File: src/rtl/mem_bus_arbiter_pkg.sv
// Shared definitions for the instruction/data memory-port arbiter.
// Line size comes from the core's instruction-cache configuration.
package mem_bus_arbiter_pkg;

    localparam int ICACHE_BLOCK_WORDS = 4;

    typedef enum logic [1:0] {
        ST_IDLE,
        ST_IFETCH,
        ST_DACCESS
    } arb_state_e;

    typedef enum logic {
        GNT_IBUS = 1'b0,
        GNT_DBUS = 1'b1
    } grant_e;

endpackage

File: src/rtl/mem_bus_arbiter_rr2.sv
// Two-requester round-robin granter; remembers the side granted last.
// Grant bit 0 is the instruction side, bit 1 the data side.
module arbiter_rr2
    import mem_bus_arbiter_pkg::*;
(
    input  logic       i_clock,
    input  logic       i_reset,
    input  logic       i_req_ibus,
    input  logic       i_req_dbus,
    input  logic       i_consume,
    output logic [1:0] o_grant
);

    grant_e last_grant_q, last_grant_d;
    logic   ibus_win, dbus_win;

    always_comb begin
        ibus_win     = i_req_ibus && (!i_req_dbus || last_grant_q == GNT_DBUS);
        dbus_win     = i_req_dbus && (!i_req_ibus || last_grant_q == GNT_IBUS);
        o_grant      = {dbus_win, ibus_win};
        last_grant_d = last_grant_q;
        // The granted side is the one the next transaction completes for.
        if (i_consume)
            last_grant_d = dbus_win ? GNT_DBUS : GNT_IBUS;
    end

    always_ff @(posedge i_clock) begin
        if (i_reset)
            last_grant_q <= GNT_IBUS;
        else
            last_grant_q <= last_grant_d;
    end

endmodule

File: src/rtl/mem_bus_arbiter.sv
// Shares one external memory port between I-cache line refills (bursts)
// and single-word data accesses, with round-robin arbitration and timeout.
module mem_bus_arbiter
    import mem_bus_arbiter_pkg::*;
#(
    parameter  int ADDR_WIDTH = 32,
    parameter  int DATA_WIDTH = 32,
    parameter  int IBURST     = ICACHE_BLOCK_WORDS,
    parameter  int TIMEOUT    = 255,
    localparam int BE_W       = DATA_WIDTH / 8,
    localparam int BEAT_W     = (IBURST > 1) ? $clog2(IBURST) : 1
) (
    input  logic                  i_clock,
    input  logic                  i_reset,
    input  logic                  i_ibus_req,
    input  logic [ADDR_WIDTH-1:0] i_ibus_addr,
    output logic                  o_ibus_rvalid,
    output logic [DATA_WIDTH-1:0] o_ibus_rdata,
    output logic [BEAT_W-1:0]     o_ibus_beat,
    output logic                  o_ibus_last,
    output logic                  o_ibus_err,
    input  logic                  i_dbus_req,
    input  logic                  i_dbus_we,
    input  logic [BE_W-1:0]       i_dbus_be,
    input  logic [ADDR_WIDTH-1:0] i_dbus_addr,
    input  logic [DATA_WIDTH-1:0] i_dbus_wdata,
    output logic                  o_dbus_done,
    output logic [DATA_WIDTH-1:0] o_dbus_rdata,
    output logic                  o_dbus_err,
    output logic                  o_mem_req,
    output logic                  o_mem_we,
    output logic [BE_W-1:0]       o_mem_be,
    output logic [ADDR_WIDTH-1:0] o_mem_addr,
    output logic [DATA_WIDTH-1:0] o_mem_wdata,
    input  logic                  i_mem_ack,
    input  logic [DATA_WIDTH-1:0] i_mem_rdata
);

    localparam int WAIT_W   = (TIMEOUT > 0) ? $clog2(TIMEOUT + 1) : 1;
    localparam int LINE_OFF = $clog2(IBURST) + $clog2(BE_W);
    localparam logic [ADDR_WIDTH-1:0] LINE_MASK =
        ~((ADDR_WIDTH'(1) << LINE_OFF) - ADDR_WIDTH'(1));
    localparam logic [ADDR_WIDTH-1:0] BEAT_STEP = ADDR_WIDTH'(BE_W);
    localparam logic [BEAT_W-1:0]     LAST_BEAT = BEAT_W'(IBURST - 1);

    arb_state_e            state_q, state_d;
    logic [BEAT_W-1:0]     beat_q, beat_d;
    logic [WAIT_W-1:0]     wait_q, wait_d;
    logic                  mem_req_q, mem_req_d;
    logic                  mem_we_q, mem_we_d;
    logic [BE_W-1:0]       mem_be_q, mem_be_d;
    logic [ADDR_WIDTH-1:0] mem_addr_q, mem_addr_d;
    logic [DATA_WIDTH-1:0] mem_wdata_q, mem_wdata_d;
    logic [1:0]            grant;
    logic                  consume;
    logic                  timeout_hit;

    arbiter_rr2 u_rr (
        .i_clock    (i_clock),
        .i_reset    (i_reset),
        .i_req_ibus (i_ibus_req),
        .i_req_dbus (i_dbus_req),
        .i_consume  (consume),
        .o_grant    (grant)
    );

    // An ack in the same cycle overrides the timeout (checked ahead of it below).
    assign timeout_hit = (TIMEOUT != 0) && (wait_q == WAIT_W'(TIMEOUT));

    always_comb begin
        state_d       = state_q;
        beat_d        = beat_q;
        wait_d        = wait_q;
        mem_req_d     = mem_req_q;
        mem_we_d      = mem_we_q;
        mem_be_d      = mem_be_q;
        mem_addr_d    = mem_addr_q;
        mem_wdata_d   = mem_wdata_q;
        consume       = 1'b0;
        o_ibus_rvalid = 1'b0;
        o_ibus_rdata  = '0;
        o_ibus_beat   = '0;
        o_ibus_last   = 1'b0;
        o_ibus_err    = 1'b0;
        o_dbus_done   = 1'b0;
        o_dbus_rdata  = '0;
        o_dbus_err    = 1'b0;

        case (state_q)
            ST_IDLE: begin
                beat_d = '0;
                wait_d = '0;
                if (grant[0]) begin
                    consume    = 1'b1;
                    state_d    = ST_IFETCH;
                    mem_req_d  = 1'b1;
                    mem_we_d   = 1'b0;
                    mem_be_d   = '1;
                    mem_addr_d = i_ibus_addr & LINE_MASK;
                    mem_wdata_d = '0;
                end else if (grant[1]) begin
                    consume     = 1'b1;
                    state_d     = ST_DACCESS;
                    mem_req_d   = 1'b1;
                    mem_we_d    = i_dbus_we;
                    mem_be_d    = i_dbus_be;
                    mem_addr_d  = i_dbus_addr;
                    mem_wdata_d = i_dbus_wdata;
                end
            end
            ST_IFETCH: begin
                if (i_mem_ack) begin
                    o_ibus_rvalid = 1'b1;
                    o_ibus_rdata  = i_mem_rdata;
                    o_ibus_beat   = beat_q;
                    wait_d        = '0;
                    if (beat_q == LAST_BEAT) begin
                        o_ibus_last = 1'b1;
                        state_d     = ST_IDLE;
                    end else begin
                        beat_d     = beat_q + BEAT_W'(1);
                        mem_addr_d = mem_addr_q + BEAT_STEP;
                    end
                end else if (timeout_hit) begin
                    o_ibus_err = 1'b1;
                    state_d    = ST_IDLE;
                end else begin
                    wait_d = (TIMEOUT != 0) ? wait_q + WAIT_W'(1) : '0;
                end
            end
            ST_DACCESS: begin
                if (i_mem_ack) begin
                    o_dbus_done  = 1'b1;
                    o_dbus_rdata = i_mem_rdata;
                    state_d      = ST_IDLE;
                end else if (timeout_hit) begin
                    o_dbus_err = 1'b1;
                    state_d    = ST_IDLE;
                end else begin
                    wait_d = (TIMEOUT != 0) ? wait_q + WAIT_W'(1) : '0;
                end
            end
            default: state_d = ST_IDLE;
        endcase

        // Every path back to IDLE parks the memory port at zero.
        if (state_d == ST_IDLE) begin
            beat_d      = '0;
            wait_d      = '0;
            mem_req_d   = 1'b0;
            mem_we_d    = 1'b0;
            mem_be_d    = '0;
            mem_addr_d  = '0;
            mem_wdata_d = '0;
        end
    end

    always_ff @(posedge i_clock) begin
        if (i_reset) begin
            state_q     <= ST_IDLE;
            beat_q      <= '0;
            wait_q      <= '0;
            mem_req_q   <= 1'b0;
            mem_we_q    <= 1'b0;
            mem_be_q    <= '0;
            mem_addr_q  <= '0;
            mem_wdata_q <= '0;
        end else begin
            state_q     <= state_d;
            beat_q      <= beat_d;
            wait_q      <= wait_d;
            mem_req_q   <= mem_req_d;
            mem_we_q    <= mem_we_d;
            mem_be_q    <= mem_be_d;
            mem_addr_q  <= mem_addr_d;
            mem_wdata_q <= mem_wdata_d;
        end
    end

    assign o_mem_req   = mem_req_q;
    assign o_mem_we    = mem_we_q;
    assign o_mem_be    = mem_be_q;
    assign o_mem_addr  = mem_addr_q;
    assign o_mem_wdata = mem_wdata_q;

endmodule

File: config.mk
export PLATFORM = sky130hd
export DESIGN_NAME = mem_bus_arbiter
export DESIGN_NICKNAME = d
export VERILOG_FILES = /design/src/rtl/mem_bus_arbiter_pkg.sv /design/src/rtl/mem_bus_arbiter_rr2.sv /design/src/rtl/mem_bus_arbiter.sv
export SDC_FILE = /design/constraint.sdc
export NUM_CORES = 1
export LEC_CHECK = 0
export ABC_AREA = 1
export ABC_CLOCK_PERIOD_IN_PS = 1500
export CAP_MARGIN = 20
export CORE_MARGIN = 2
export CORE_UTILIZATION = 37
export DETAILED_ROUTE_END_ITERATION = 7
export MAX_ROUTING_LAYER = met4
export PLACE_DENSITY = 0.78
export SLEW_MARGIN = 20
export SYNTH_ARGS = -nofsm -noshare
export SYNTH_HDL_FRONTEND = slang
export SYNTH_SLANG_ARGS = --single-unit
File: constraint.sdc
create_clock -name i_clock -period 1.5 [get_ports i_clock]
set_input_delay 0.15 -clock i_clock [delete_from_list [all_inputs] [get_ports i_clock]]
set_output_delay 0.15 -clock i_clock [all_outputs]
set_load 0.005 [all_outputs]
==> out/results.ini, run 1 <==
[critical_path]
cp-endpoint = o_mem_be[2]$_SDFFE_PP0P_
reg2reg_from = state_q[1]$_SDFF_PP0_
cp_cell_sequence = inv_4 > ha_4 > buf_6 > clkinv_8 > nor3_4 > nand2_1 > nand3_2 > nand2_2 > nand2_8 > inv_8 > buf_6 > nor2_1
crit_fanout = 7
cp_slowest_cell = dfxtp_4
worstPathArrival_ns = 2.11
startpoint = state_q[1]$_SDFF_PP0_
worstSetupStartpointType = flop
ff2ff_path_depth = 12
ff2ff_setup_slack_ns = -0.34
critPathMostFrequentCell = buf_6
cp_slowest_stage_delay_ns = 0.37
rr_endpoint = o_mem_be[2]$_SDFFE_PP0P_
crit_type = reg2reg
setup.worst_path.end_class = flop
critPathRequiredTime_ns = 1.77

[sta]
period_share_pct = 123
finalWorstSetupSlack_ns = -0.342
relSlewSlack_pct = 76.3
fin_skew_ns = 0.0115
setup_viol = 153
slew_violations = 0
setup-tns-final_ns = -36.58
tightestPinTransition_ns = 0.355
report.final.hold_viol_count = 0
timing.fmax_ghz = 0.543
rsz0062_at_grt = yes
min_period_ns = 1.84
hold_ws_ns = 0.411

[routing]
wl_per_cell_um = 16.0
drtIter0Drc = 644
drc = 0
drt-pass1-iter-count = 6
avgViaCountPerCell = 5.03
vias = 7809
postRouteAntennaNets = 0
routed_wl_um = 24900

[hold_path]
hold_start = i_reset
hold_class = in2reg

[yosys]
synth-async-reset-ratio_pct = 0
ys_types = 33
yosysSeqAreaShare_pct = 30.2
synth_seq_cells = 83
synth-main-ff-cell = dfxtp_1
syn_nets = 1117
synth_enable_flop_cells = 0
syn-instance-count = 971
synth_area_per_cell_um2 = 5.67
syn_area_mm2 = 0.00550
ys.warnings.count = 0

[final_layout]
n_fill_cell = 1087
drive_gt1_share_pct = 27.7
diodes = 0
final_common_cell = nand2_1
multi_input_area_mm2 = 0.00385
layout_common_cells = nand2_1, clkdlybuf4s50_1, nor2_1, inv_1, buf_4
layout-area-overhead-vs-synth_pct = 93.5
layout.nets = 1510
seq_area_mm2 = 0.00170
final_area_mm2 = 0.0106

[clock_network]
cts_tree = yes
hold_buffers = 0
clk_path_buf_depth = 2
clock_sinks = 83
cts_buffers = 9
path_clk_slew_ns = 0.07
root_buffer = clkbuf_16
cts_max_level = 3
clock_latency_ns = 0.35

[power]
peakVddDrop_uv = 842
powerDensity_mw_per_mm2 = 899
power.total_mw = 9.57
cellLeakagePower_nw = 4.90

[global_route]
grt_usage_pct = 29.5
overflow = 0
grt_pass1_vias = 7601
grt_max_degree = 31
antenna_found_initial = 0
grt_pass1_wl_um = 37200

[floorplanning]
pin_count = 279
start_util_pct = 37.9
rows = 44
die_area_mm2 = 0.0159
fp.dieH_um = 126
coreArea_mm2 = 0.0145
die_w_um = 126

[place]
dp_hpwl_um = 16200
place_ws_ns = -0.434
place_area_mm2 = 0.00925
gp_congestion = 0.960
portBuffers = 274

[flow_run]
maxCapViolations = 0

[outcome]
status = finished with violations
violations = setup timing

-- routing by layer --
metal  wire [µm]  up-vias  track usage, %  part of all wire, %
li1            -     3814               -                    -
met4        1020        0            11.3                  4.1
met5           0        -               -                    0
met1        9360     3555            32.0                   38
met3        1500       73            5.14                  6.0
met2       13000      367            53.4                   52
-- worst max-delay path, delay by kind of cell, from the launching register on --
family                   cells  cell delay, ns
AND/OR/NAND/NOR              6            0.72
flip-flops                   1            0.37
buffers and inverters        5            0.49
adder cells (fa/ha/maj)      1            0.16
-- worst min path at each step --
stage | cells past startpoint | to
after floorplan | 1 | u_rr.last_grant_q$_SDFFE_PP0P_
after global placement | 2 | u_rr.last_grant_q$_SDFFE_PP0P_
after detailed placement | 2 | u_rr.last_grant_q$_SDFFE_PP0P_
after CTS | 2 | u_rr.last_grant_q$_SDFFE_PP0P_
after global routing | 2 | u_rr.last_grant_q$_SDFFE_PP0P_
final | 2 | u_rr.last_grant_q$_SDFFE_PP0P_
-- cell usage after synthesis (all sizes together), types with 4 or more instances --
| cell | count | area share, % |
|---|---|---|
| a21oi | 23 | 2.1 |
| buf | 28 | 2.9 |
| clkbuf | 16 | 1.1 |
| dfxtp | 83 | 30 |
| ha | 8 | 1.8 |
| inv | 110 | 7.5 |
| nand2 | 280 | 19 |
| nand3 | 52 | 4.7 |
| nand4 | 7 | 0.80 |
| nor2 | 227 | 16 |
| nor3 | 5 | 0.45 |
| o21ai | 108 | 9.8 |
| o21bai | 4 | 0.55 |
| xor2 | 4 | 0.64 |
-- per-stage QoR --
| step | util [%] | std cells |
|---|---|---|
| 6_report | 73.2 | 1553 |
| 5_1_grt | 73.2 | 1553 |
| 4_1_cts | 70.2 | 1545 |
| 3_5_place_dp | 63.6 | 1490 |
| 3_3_place_gp | 63.6 | 1490 |
| 2_1_floorplan | - | 971 |
-- sequential cells by signal (all words and copies together), names as in the netlist --
| name | flops |
|---|---|
| beat_q | 2 |
| o_mem_wdata | 32 |
| u_rr.last_grant_q | 1 |
| o_mem_req | 1 |
| o_mem_addr | 32 |
| o_mem_be | 4 |
| wait_q | 8 |
| o_mem_we | 1 |
| state_q | 2 |
-- power by group --
| group | switching [mW] | internal, mW | leakage (nW) | total [mW] |
|---|---|---|---|---|
| logic | 2.16 | 2.36 | 4.06 | 4.52 |
| registers | 0.269 | 2.54 | 0.690 | 2.81 |
| clock network | 1.07 | 1.17 | 0.143 | 2.24 |
| total | 3.50 | 6.07 | 4.90 | 9.57 |
-- cells by family (layout without fill, tap and decap cells) --
logic type	after synthesis	in the layout	synth area share [%]
compound gates	143	143	13.5
xor+xnor	4	4	0.637
simple gates	576	580	42.0
buf+inv	156	550	11.7
mux	1	1	0.182
flops	83	83	30.2
fa+ha+maj	8	8	1.82
-- what timing repair did --
action                                  4_1_cts  5_1_grt
setup buffers                                29        9
pin swaps                                    22       25
gates cloned                                 10        1
resized for setup                           309      145
endpoints found under the setup margin      161      166
-- layout make-up --
cell class                      instances  area share [%]
Clock buffer                            9            2.12
Clock inverter                          7           0.611
Inverter                              112            4.41
Multi-Input combinational cell        736            36.2
Sequential cell                        83            16.0
Tap cell                              184            2.16
Timing Repair Buffer                  421            38.4
Timing Repair inverter                  1           0.106
No activity file was read; power rests on OpenSTA's default activity.
==> run 2, diff against run 1 <==
--- a/config.mk
+++ b/config.mk
@@ -9,11 +9,12 @@
 export ABC_CLOCK_PERIOD_IN_PS = 1500
 export CAP_MARGIN = 20
 export CORE_MARGIN = 2
-export CORE_UTILIZATION = 37
+export CORE_UTILIZATION = 36
 export DETAILED_ROUTE_END_ITERATION = 7
 export MAX_ROUTING_LAYER = met4
 export PLACE_DENSITY = 0.78
 export SLEW_MARGIN = 20
 export SYNTH_ARGS = -nofsm -noshare
 export SYNTH_HDL_FRONTEND = slang
+export SYNTH_HIERARCHICAL = 1
 export SYNTH_SLANG_ARGS = --single-unit
==> run 2 against run 1 <==
Against the previous run:
- the flow still finishes with violations (setup timing)
- maximum frequency increased by 1.4%
- clock-buffer cell count unchanged
- routed wire length down 2.4%
- combinational power grew 1%
- cell count down 6.2%
- setup slack improved by 0.025 ns
- global-route usage shrank 1.4 points
- non-clock buffer count up 5
- die area down 2.1%
- flip-flop and latch count stayed put
==> out/results.ini, run 2 <==
[yosys]
synth_top_area_share_pct = 31.7
ys_types = 34
synth_enable_flop_cells = 0
synth_top_cell_by_area = dfxtp_1
synth_area_per_cell_um2 = 6.04
synth-async-reset-ratio_pct = 0
synth_common_cells = nor2_1, nand2_1, inv_1, dfxtp_1, o21ai_0
ys.warnings.count = 6
syn_nets = 1013
yosysSeqAreaShare_pct = 31.7
synth_area_leaders = dfxtp_1, nor2_1, nand2_1, inv_1, a22oi_1
syn_area_mm2 = 0.00524
synth_most_common_cell = nor2_1
synth_seq_cells = 83
synth-main-ff-cell = dfxtp_1
syn-instance-count = 867

[clock_network]
clock_sinks = 83
path_clk_slew_ns = 0.07
cts_max_level = 3
cts_tree = yes
cts_buffers = 9
hold_buffers = 0
clk_path_buf_depth = 2
root_buffer = clkbuf_16
clock_latency_ns = 0.35

[power]
peakVddDrop_uv = 760
cellLeakagePower_nw = 4.59
powerDensity_mw_per_mm2 = 900
power.total_mw = 9.43

[global_route]
grt_pass1_wl_um = 34100
grt_max_degree = 34
grt_pass1_vias = 6997
overflow = 0
grt_usage_pct = 28.1
antenna_found_initial = 0

[sta]
rsz0062_at_grt = yes
tightestPinTransition_ns = 0.321
relSlewSlack_pct = 78.4
min_period_ns = 1.82
fin_skew_ns = 0.00794
period_share_pct = 121
report.final.hold_viol_count = 0
setup_viol = 153
finalWorstSetupSlack_ns = -0.317
setup-tns-final_ns = -30.52
slew_violations = 0
timing.fmax_ghz = 0.550

[critical_path]
crit_type = reg2reg
worstPathArrival_ns = 2.05
crit_fanout = 7
worst-path-stages = 14
critPathBufInv = 4
cp_slowest_cell = dfxtp_4
worstSetupStartpointType = flop
reg2reg_from = state_q[1]$_SDFF_PP0_
critPathRequiredTime_ns = 1.74
path_delay_family = simple AND/OR/NAND/NOR gates
ff2ff_setup_slack_ns = -0.32
startpoint = state_q[1]$_SDFF_PP0_
rr_endpoint = o_mem_wdata[4]$_SDFFE_PP0P_
setup.worst_path.end_class = flop
ff2ff_path_depth = 14
cp_cell_sequence = inv_4 > ha_4 > buf_6 > nand2_4 > o21ai_2 > nand2_2 > nand2_1 > nand2_1 > nand2_2 > nand2_4 > nand2_8 > inv_12 > buf_4 > nor2_2
cp-endpoint = o_mem_wdata[4]$_SDFFE_PP0P_
cp_slowest_stage_delay_ns = 0.37

[flow_run]
maxCapViolations = 0

[floorplanning]
die_w_um = 125
coreArea_mm2 = 0.0144
rows = 44
pin_count = 279
fp.dieH_um = 125
start_util_pct = 36.4
die_area_mm2 = 0.0155

[final_layout]
diodes = 0
layout-area-overhead-vs-synth_pct = 100
drive_gt1_share_pct = 34.8
final_common_cell = clkdlybuf4s50_1
layout.nets = 1414
layout_common_cells = clkdlybuf4s50_1, nand2_1, nor2_1, buf_4, inv_1
stdcell_count = 1456

[routing]
postRouteAntennaNets = 0
drc = 0
routed_wl_um = 24300
drt-pass1-iter-count = 5
vias = 7352
drtIter0Drc = 557
avgViaCountPerCell = 5.05
wl_per_cell_um = 16.7

[place]
dp_cells = 1399
place_ws_ns = -0.460
portBuffers = 274
gp_congestion = 0.901
dp_hpwl_um = 16100

[hold_path]
hold_class = in2reg

[outcome]
status = finished with violations
violations = setup timing

[run 2: timing repair]
item,CTS,global route
pin swaps,17,32
gates resized for setup,400,208
buffers inserted,20,20
gates cloned,4,6
setup endpoints to repair,170,167
[run 2: power by group]
group | leakage [nW] | internal [mW] | total (mW) | switching, mW
clock | 0.137 | 1.13 | 2.13 | 0.995
combinational | 3.76 | 2.32 | 4.58 | 2.27
sequential | 0.687 | 2.47 | 2.72 | 0.249
[run 2: final cells by class]
type                    instances  area (µm²)
fillers                      1011        3890
well taps                     184         230
clock inverters                 6        48.8
clock buffers                   9         225
repair buffers                426        4060
inverters                     102         418
flip-flops and latches         83        1700
multi-input cells             645        3790
repair inverters                1        11.3
[run 2: worst min path at each step]
stage          slack (ns)  depth (start not counted)              startpoint                              to
2_1_floorplan        0.30                          3                 i_reset  u_rr/last_grant_q$_SDFFE_PP0P_
3_3_place_gp         0.45                          2  o_mem_req$_SDFFE_PP0P_          o_mem_req$_SDFFE_PP0P_
3_5_place_dp         0.47                          2  o_mem_req$_SDFFE_PP0P_          o_mem_req$_SDFFE_PP0P_
4_1_cts              0.40                          3          i_dbus_addr[1]      o_mem_addr[1]$_SDFFE_PP0P_
5_1_grt              0.43                          3        i_dbus_wdata[31]    o_mem_wdata[31]$_SDFFE_PP0P_
6_report             0.43                          3        i_dbus_wdata[13]    o_mem_wdata[13]$_SDFFE_PP0P_
[run 2: cell families after synthesis]
| family | Yosys count | share of synthesized area [%] |
|---|---|---|
| AO/OA/AOI/OAI | 133 | 15.1 |
| XOR/XNOR | 6 | 1.00 |
| adder cells (fa/ha/maj) | 8 | 1.91 |
| buffers and inverters | 140 | 11.4 |
| flip-flops | 83 | 31.7 |
| multiplexers | 1 | 0.191 |
| AND/OR/NAND/NOR | 496 | 38.6 |
[run 2: layer usage]
metal / up-vias / share of wire, % / track usage, %
met5: - / 0 / -
met4: 0 / 5.2 / 15.3
met3: 97 / 6.2 / 6.66
met2: 333 / 52 / 49.2
met1: 3394 / 36 / 29.2
li1: 3528 / - / -
[run 2: tightest hold or removal path: cells and delay by family]
kind	cells	cell delay, ns
AO/OA/AOI/OAI	1	0.13
buffers and inverters	1	0.41
AND/OR/NAND/NOR	1	0.05
[run 2: per-stage QoR]
step | util [%] | hold slack, ns | instance area (µm²)
floorplan | - | 0.298 | 5340
global placement | 63.0 | 0.449 | 9050
detailed placement | 63.0 | 0.466 | 9050
CTS | 66.8 | 0.403 | 9590
global route | 72.9 | 0.429 | 10500
finish | 72.9 | 0.429 | 10500
==> run 3, diff against run 2 <==
--- a/config.mk
+++ b/config.mk
@@ -10,6 +10,7 @@
 export CAP_MARGIN = 20
 export CORE_MARGIN = 2
 export CORE_UTILIZATION = 36
+export CTS_CLUSTER_SIZE = 28
 export DETAILED_ROUTE_END_ITERATION = 7
 export MAX_ROUTING_LAYER = met4
 export PLACE_DENSITY = 0.78
==> results of run 3 <==
No change in the layout: final DEF, timing and power equal those of run 2.
